File: src/rtl/camera_frame_writer.sv
// OV7670 byte-stream capture: assembles RGB565 pixels, reformats, decimates and skips
// frames, and drives a framebuffer write port with frame status and sticky error flags.
module camera_frame_writer #(
  parameter int H_ACTIVE = 640,
  parameter int V_ACTIVE = 480,
  parameter int ADDR_W   = 19,
  parameter int OUT_W    = 16
) (
  input  logic              clk,
  input  logic              rst,
  input  logic              en,
  input  logic [1:0]        mode,
  input  logic [1:0]        decim,
  input  logic [3:0]        skip,
  input  logic              clr_err,
  input  logic              vsync,
  input  logic              href,
  input  logic [7:0]        p_data,
  output logic [ADDR_W-1:0] wr_addr,
  output logic [OUT_W-1:0]  wr_data,
  output logic              wr_en,
  output logic              frame_done,
  output logic              frame_active,
  output logic [9:0]        line_cnt,
  output logic              err_short,
  output logic              err_ovf
);

  localparam int XW = $clog2(H_ACTIVE + 1);
  localparam logic [ADDR_W-1:0] LIM0 = ADDR_W'(H_ACTIVE * V_ACTIVE - 1);
  localparam logic [ADDR_W-1:0] LIM1 = ADDR_W'((H_ACTIVE >> 1) * (V_ACTIVE >> 1) - 1);
  localparam logic [ADDR_W-1:0] LIM2 = ADDR_W'((H_ACTIVE >> 2) * (V_ACTIVE >> 2) - 1);

  typedef enum logic [1:0] {WAIT_VS, ARMED, ACTIVE, SKIP} state_t;

  state_t            state;
  logic              vs_r, vs_q, hr_r, hr_q;
  logic [7:0]        d_r, hi_byte;
  logic              phase;
  logic [XW-1:0]     x;
  logic [3:0]        skip_cnt, skip_l;
  logic [1:0]        mode_l, decim_l;
  logic              p1_vld;
  logic [15:0]       p1_pix;
  logic [ADDR_W-1:0] addr_nxt, limit;
  logic              at_lim;
  logic [1:0]        m;
  logic              keep, vs_fall, vs_rise, hr_fall;
  logic [7:0]        r8, g8, b8;
  logic [10:0]       ysum;
  logic [15:0]       fmt;

  always_ff @(posedge clk or posedge rst) begin
    if (rst) begin
      vs_r <= 1'b0; vs_q <= 1'b0; hr_r <= 1'b0; hr_q <= 1'b0; d_r <= '0;
    end else begin
      vs_r <= vsync; vs_q <= vs_r; hr_r <= href; hr_q <= hr_r; d_r <= p_data;
    end
  end

  assign vs_fall = vs_q & ~vs_r;
  assign vs_rise = ~vs_q & vs_r;
  assign hr_fall = hr_q & ~hr_r;

  always_comb begin
    m = 2'd3;
    limit = LIM2;
    case (decim_l)
      2'd0:    begin m = 2'd0; limit = LIM0; end
      2'd1:    begin m = 2'd1; limit = LIM1; end
      default: begin m = 2'd3; limit = LIM2; end
    endcase
  end

  assign keep = ((x[1:0] & m) == 2'b00) && ((line_cnt[1:0] & m) == 2'b00);

  // Luma operands are widened to 8 bits by replicating their MSBs
  assign r8   = {p1_pix[15:11], p1_pix[15:13]};
  assign g8   = {p1_pix[10:5], p1_pix[10:9]};
  assign b8   = {p1_pix[4:0], p1_pix[4:2]};
  assign ysum = (11'(r8) << 1) + 11'(g8) * 11'd5 + 11'(b8);

  always_comb begin
    fmt = p1_pix;
    case (mode_l)
      2'd0: fmt = p1_pix;
      2'd1: fmt = {10'b0, p1_pix[10:5]};
      2'd2: fmt = {8'b0, ysum[10:3]};
      2'd3: fmt = {1'b0, p1_pix[15:11], p1_pix[10:6], p1_pix[4:0]};
      default: fmt = p1_pix;
    endcase
  end

  always_ff @(posedge clk or posedge rst) begin
    if (rst) begin
      state <= WAIT_VS;
      phase <= 1'b0; x <= '0; hi_byte <= '0;
      skip_cnt <= '0; skip_l <= '0; mode_l <= '0; decim_l <= '0;
      p1_vld <= 1'b0; p1_pix <= '0; addr_nxt <= '0; at_lim <= 1'b0;
      wr_addr <= '0; wr_data <= '0; wr_en <= 1'b0;
      frame_done <= 1'b0; frame_active <= 1'b0; line_cnt <= '0;
      err_short <= 1'b0; err_ovf <= 1'b0;
    end else begin
      wr_en      <= 1'b0;
      frame_done <= 1'b0;
      p1_vld     <= 1'b0;
      phase      <= hr_r ? ~phase : 1'b0;
      if (!hr_r)     x <= '0;
      else if (phase) x <= x + 1'b1;
      if (hr_r && !phase) hi_byte <= d_r;
      // Error events below are assigned later, so they win over a coincident clear
      if (clr_err) begin
        err_short <= 1'b0;
        err_ovf   <= 1'b0;
      end
      case (state)
        WAIT_VS: if (vs_r) state <= ARMED;
        ARMED: if (vs_fall) begin
          if (en && skip_cnt == 4'd0) begin
            state        <= ACTIVE;
            mode_l       <= mode;
            decim_l      <= decim;
            skip_l       <= skip;
            frame_active <= 1'b1;
            wr_addr      <= '0;
            addr_nxt     <= '0;
            at_lim       <= 1'b0;
            line_cnt     <= '0;
          end else begin
            state <= SKIP;
            if (skip_cnt != 4'd0) skip_cnt <= skip_cnt - 4'd1;
          end
        end
        SKIP: if (vs_rise) state <= ARMED;
        ACTIVE: begin
          if (hr_r && phase) begin
            p1_vld <= keep;
            p1_pix <= {hi_byte, d_r};
          end
          if (hr_fall) begin
            line_cnt <= line_cnt + 10'd1;
            if (x != XW'(H_ACTIVE) || phase) err_short <= 1'b1;
          end
          if (vs_rise) begin
            state        <= ARMED;
            frame_done   <= 1'b1;
            frame_active <= 1'b0;
            skip_cnt     <= skip_l;
          end
        end
        default: state <= WAIT_VS;
      endcase
      // Once the limit address has been written, the address holds and later pixels are dropped
      if (p1_vld) begin
        if (at_lim) err_ovf <= 1'b1;
        else begin
          wr_en   <= 1'b1;
          wr_data <= OUT_W'(fmt);
          wr_addr <= addr_nxt;
          if (addr_nxt == limit) at_lim <= 1'b1;
          else addr_nxt <= addr_nxt + 1'b1;
        end
      end
    end
  end

endmodule

File: config.mk
export PLATFORM = sky130hd
export DESIGN_NAME = camera_frame_writer
export DESIGN_NICKNAME = d
export VERILOG_FILES = /design/src/rtl/camera_frame_writer.sv
export SDC_FILE = /design/constraint.sdc
export NUM_CORES = 1
export LEC_CHECK = 0
export ABC_AREA = 1
export ABC_CLOCK_PERIOD_IN_PS = 5600
export BUFFER_PORTS_ARGS = -buffer_cell sky130_fd_sc_hd__buf_2
export CAP_MARGIN = 25
export CORE_MARGIN = 5
export CORE_UTILIZATION = 35
export DETAILED_ROUTE_END_ITERATION = 6
export PLACE_DENSITY_LB_ADDON = 0.15
export SYNTH_ARGS = -nofsm -noshare
export SYNTH_HDL_FRONTEND = slang
export SYNTH_SLANG_ARGS = --single-unit
export TNS_END_PERCENT = 10
File: constraint.sdc
create_clock -name clk -period 5.6 [get_ports clk]
set_input_delay 1.4 -clock clk [delete_from_list [all_inputs] [get_ports clk]]
set_output_delay 1.4 -clock clk [all_outputs]
set_load 0.05 [all_outputs]
# Yosys cells after proc, flatten, opt, wreduce, memory -nomap -nowiden
# Cells that the tools add are included.
[word_totals] regBits=132 out_inout_bits=50 elab_cells=136
[classes] addsub=6 multipliers=1 n_eq_ne=18 n_mux=54 bitwise_logic=10 reduce_logical=22
[ops] op="$mux W19" n=11
[ops] op="$pmux W16 S4" n=1
[ops] op="$mux W10" n=5
[ops] op="$pmux W19 S2" n=1
[ops] op="$mux W1" n=24
[ops] op="$add A10 B1 Y10 const B" n=2
[ops] op="$pmux W10 S2" n=1
[ops] op="$add A19 B1 Y19 const B" n=1
[ops] op="$eq A19 B19 Y1" n=1
[ops] op="$mux W4" n=4
[ops] op="$ne A2 B2 Y1 const B" n=7
[ops] op="$add A11 B8 Y11" n=1
[ops] op="$add A9 B11 Y11" n=1
[ops] op="$mul A8 B3 Y11 const B" n=1
[ops] op="$logic_not A2 Y1" n=5
[ops] op="$ne A10 B10 Y1 const B" n=1
[ops] op="$eq A2 B2 Y1 const B" n=4
[ops] op="$pmux W4 S2" n=1
[ops] op="$reduce_and A4 Y1" n=2
[ops] op="$eq A2 B1 Y1 const B" n=3
[ops] op="$mux W2" n=3
[ops] op="$pmux W2 S3" n=1
[ops] op="$reduce_and A3 Y1" n=2
[ops] op="$not A1 Y1" n=5
[ops] op="15 further kinds" n=23

# Logic depth before layout (Yosys ltp)
[logic_depth] depth_word=8 ltp_mapped=17 ltp_nobuf=17

# Worst setup path before layout
# No wires, ideal clock.
[synth_path] path_kind="register -> register" start="reg p1_pix[10]" end="reg wr_data[5]" setup_time_ps=118 arrival_time_ps=2825 required_ps=5482 setup_slack_ps=2657 stages_incl_launch_ff=16 n_path_buf=0 period_less_slack_ps=2943 cell_sequence="dfrtp_1 ha_1 fa_1 fa_1 inv_1 fa_1 inv_1 nand3_1 nand3_1 a21oi_1 inv_1 nand2_1 nand3_1 nand2_1 nand2_1 nand2_1"
[synth_via] elab_chain_len=4
[synth_rtl] element="start: declaration" line="44" text="logic [15:0] p1_pix;"
[synth_rtl] element="start signal: assignment" line="138" text="p1_pix <= {hi_byte, d_r};"
[synth_rtl] element="$mul A8 B3 Y11" line="81" text="assign ysum = (11'(r8) << 1) + 11'(g8) * 11'd5 + 11'(b8);"
[synth_rtl] element="$add A9 B11 Y11" line="81"
[synth_rtl] element="$add A11 B8 Y11" line="81"
[synth_rtl] element="$pmux W16 S4 *" line="85" text="case (mode_l)"
[synth_rtl] element="end signal: assignment" line="158" text="wr_data <= OUT_W'(fmt);"
[synth_rtl] element="end: declaration" line="20" text="output logic [OUT_W-1:0] wr_data,"
# Mark *: on every way between the ends. The rest lies on a longest branch, timed or not.
# A chain may end at the register's enable or synchronous reset.

# Worst setup path after layout
# Ends and elaborated chain as after synthesis.

==> impl_metrics.csv <==
group,metric,value,unit
outcome,status,"finished, final reports clean",
placed_design,place.gp.congestion,0.851,
power_and_ir_drop,p_per_area,465,nW/um^2
cts,clk_latency,0.42,ns
synth,yosysWarningCount,0,
sta,setup_viol,0,
grt,antenna_found_initial,0,
final_layout,final_nets,972,
cts,ctsLongestPathBuffers,2,
sta,post-route-period-util,0.569,
critical_path,slowest_delay,0.55,ns
cts,post_cts_buffers,0,
route,finalWirelength,17.5,mm
critical_path,path_class,"reg2reg",
final_layout,areaGrowthSynthToFinish,16.7,%
grt,grt_max_degree,105,
sta,slew_violations,0,
die,die_width,151,microns
critical_path,crit_chain,"ha_1 > fa_1 > fa_1 > inv_1 > fa_1 > inv_1 > nand3_1 > nand3_1 > a21oi_1 > inv_1 > nand2_1 > nand3_1 > nand2_1 > nand2_1 > nand2_1",
cts,cts_tree,"yes",
grt,grt_busiest_layer,"met2",
power_and_ir_drop,ir_drop,0.217,mV
sta,rsz0062_at_grt,"no",
synth,synthTopCellsByCount,"nand2_1, dfrtp_1, inv_1",
die,io_pins,72,
critical_path,worstSetupEndpointType,"flip-flop",
sta,holdWs,0.454,ns
min_path,worst_hold_startpoint,"vs_r",
grt,grt_remaining_overflow,0,
grt,gr-usage-met3,0.0296,
synth,synth_edf_count,0,
final_layout,antenna_cells,0,
cts,cts.reportedPaths.clkPinSlew,0.06,ns
synth,synth_seq_cells,132,
synth,syn_nets,900,
sta,tightest_slew,0.937,ns
power_and_ir_drop,leakagePower,4.18,nW
die,coreArea,19500,sq um
cts,cts.hold.buffers_added,0,
synth,syn-instance-count,841,
synth,synthFlopType,"dfrtp_1",
final_layout,fin_area,8140,sq um
critical_path,cp_max_fo,8,
grt,grt_util_all_layers,0.161,
synth,yosys-top-cells-area,"dfrtp_1, nand2_1, inv_1, o21ai_0, ha_1",
cts,post_cts_resized,0,
die,rows,51,
sta,relSlewSlack,0.374,
sta,fin_setup_tns,0,ns
route,initialDrtViolationCount,343,
route,first_pass_iters,4,
placed_design,io_buffers,71,
critical_path,critical_path_required,5.91,ns
critical_path,r2r-start,"p1_pix[10]",
route,wl_per_cell,14.7,microns
placed_design,preCtsSetupSlack,2.45,ns
synth,syn_avg_cell_area,8.29,sq um
cts,numCtsBuffers,17,
synth,synth.largest_area_cell,"dfrtp_1",
placed_design,placed_cell_area,7570,sq um
sta,fin_ws,2.42,ns
sta,finClkSkew,0.00920,ns
critical_path,setup.worst_path.start_class,"flip-flop",
sta,period_needed,3.18,ns
sta,max_freq,314,MHz
synth,ys_seq_area_frac,0.474,
critical_path,slowest_stage,"fa_1",
final_layout,drive_gt1_frac,0.148,
grt,grt_pass1_vias,5436,
synth,synth_top_area_share,0.474,
critical_path,cpMostUsedCell,"nand2_1",
placed_design,dpl.hpwl,12.5,mm
min_path,min_path_type,"reg2reg",
synth,yosysMostFrequentCell,"nand2_1",
route,ant_nets,0,
critical_path,critical_path.startpoint,"p1_pix[10]",
synth,async_reset_ff_frac,1.00,
route,routed_via_density,4.73,
grt,met2_usage,0.251,
cts,htree_num_levels,4,
synth,netlist_area,6970,sq um
route,route.detailed.drc,0,
die,die-area,22800,sq um
cts,root_buffer,"clkbuf_16",
die,die_h,151,microns
final_layout,post-route-util,0.417,
sta,hold_viol_final,0,
route,vias,5607,
flow_run,maxCapViolations,0,
grt,grt_pass1_wl,28.6,mm
synth,synth_cell_type_count,45,
grt,use_met1,0.223,
cts,clkSinkCount,132,
die,initial_core_util,0.357,
critical_path,cp.arrival,3.50,ns
logic make-up after synthesis:
logic type	share of synthesized area
AOI/OAI and AO/OA	0.107
xor gates and xnor gates	0.00503
adders and majority gates	0.0804
buffers and inverters	0.0874
DFF	0.474
muxes	0.00484
and+or+nand+nor	0.242
sequential cells by signal (all words and copies together) (netlist names), 4 cells and up:
name      cells
hi_byte       8
wr_data      16
p1_pix       16
wr_addr      19
addr_nxt     19
line_cnt     10
skip_cnt      4
skip_l        4
x            10
d_r           8
stage by stage:
| step | total power, mW | instances |
|---|---|---|
| after floorplan | 2.38 | 841 |
| after global placement | 2.74 | 1158 |
| after detailed placement | 2.75 | 1158 |
| after CTS | 3.83 | 1185 |
| after global routing | 4.06 | 1186 |
| final | 3.78 | 1186 |
cell type report:
type / count / area, sq um
flip-flops and latches: 132 / 3300
clock inverters: 5 / 80.1
multi-input cells: 557 / 3060
repair buffers: 74 / 398
inverters: 131 / 498
fillers: 1994 / 11400
well taps: 265 / 332
clock buffers: 22 / 464
final timing paths:
path,cells past startpoint,endpoint,slack (ns)
max in group asynchronous,4,hr_q,3.56
worst min register to register,0,vs_q,0.45
worst max register to register,15,wr_data[5],2.42
min in group asynchronous,2,d_r[3],0.93
worst max-delay path,15,wr_data[5],2.42
worst min-delay path,0,vs_q,0.45
report_power, final:
part / switching, mW / total (mW) / internal [mW]
clock: 0.393 / 1.06 / 0.665
sequential: 0.209 / 1.38 / 1.17
combinational: 0.956 / 1.34 / 0.385
total: 1.56 / 3.78 / 2.22
critical path: cells and delay by family, from the launching register on:
family | cells | cell delay, ns
buf+inv | 3 | 0.23
compound gates | 1 | 0.10
flops | 1 | 0.48
fa+ha+maj | 4 | 1.77
simple gates | 7 | 0.50
cell usage in the layout (no fill, tap or decap), types with 12 or more instances in the layout:
cell | Yosys | final
o21ai_0 | 67 | 67
a21oi_1 | 33 | 33
fa_1 | 13 | 13
clkbuf_16 | 0 | 17
nand4_1 | 12 | 12
buf_2 | 12 | 71
nor3_1 | 14 | 14
nand3_1 | 55 | 55
nand2_1 | 195 | 194
dfrtp_1 | 132 | 132
inv_1 | 122 | 121
nor2_1 | 73 | 73
ha_1 | 24 | 24
metal layers:
layer,share of wire,up-vias
li1,-,2844
met4,0.025,0
met3,0.037,32
met1,0.49,2604
met2,0.45,127
met5,0,-
No activity file was read; power rests on OpenSTA's default activity.
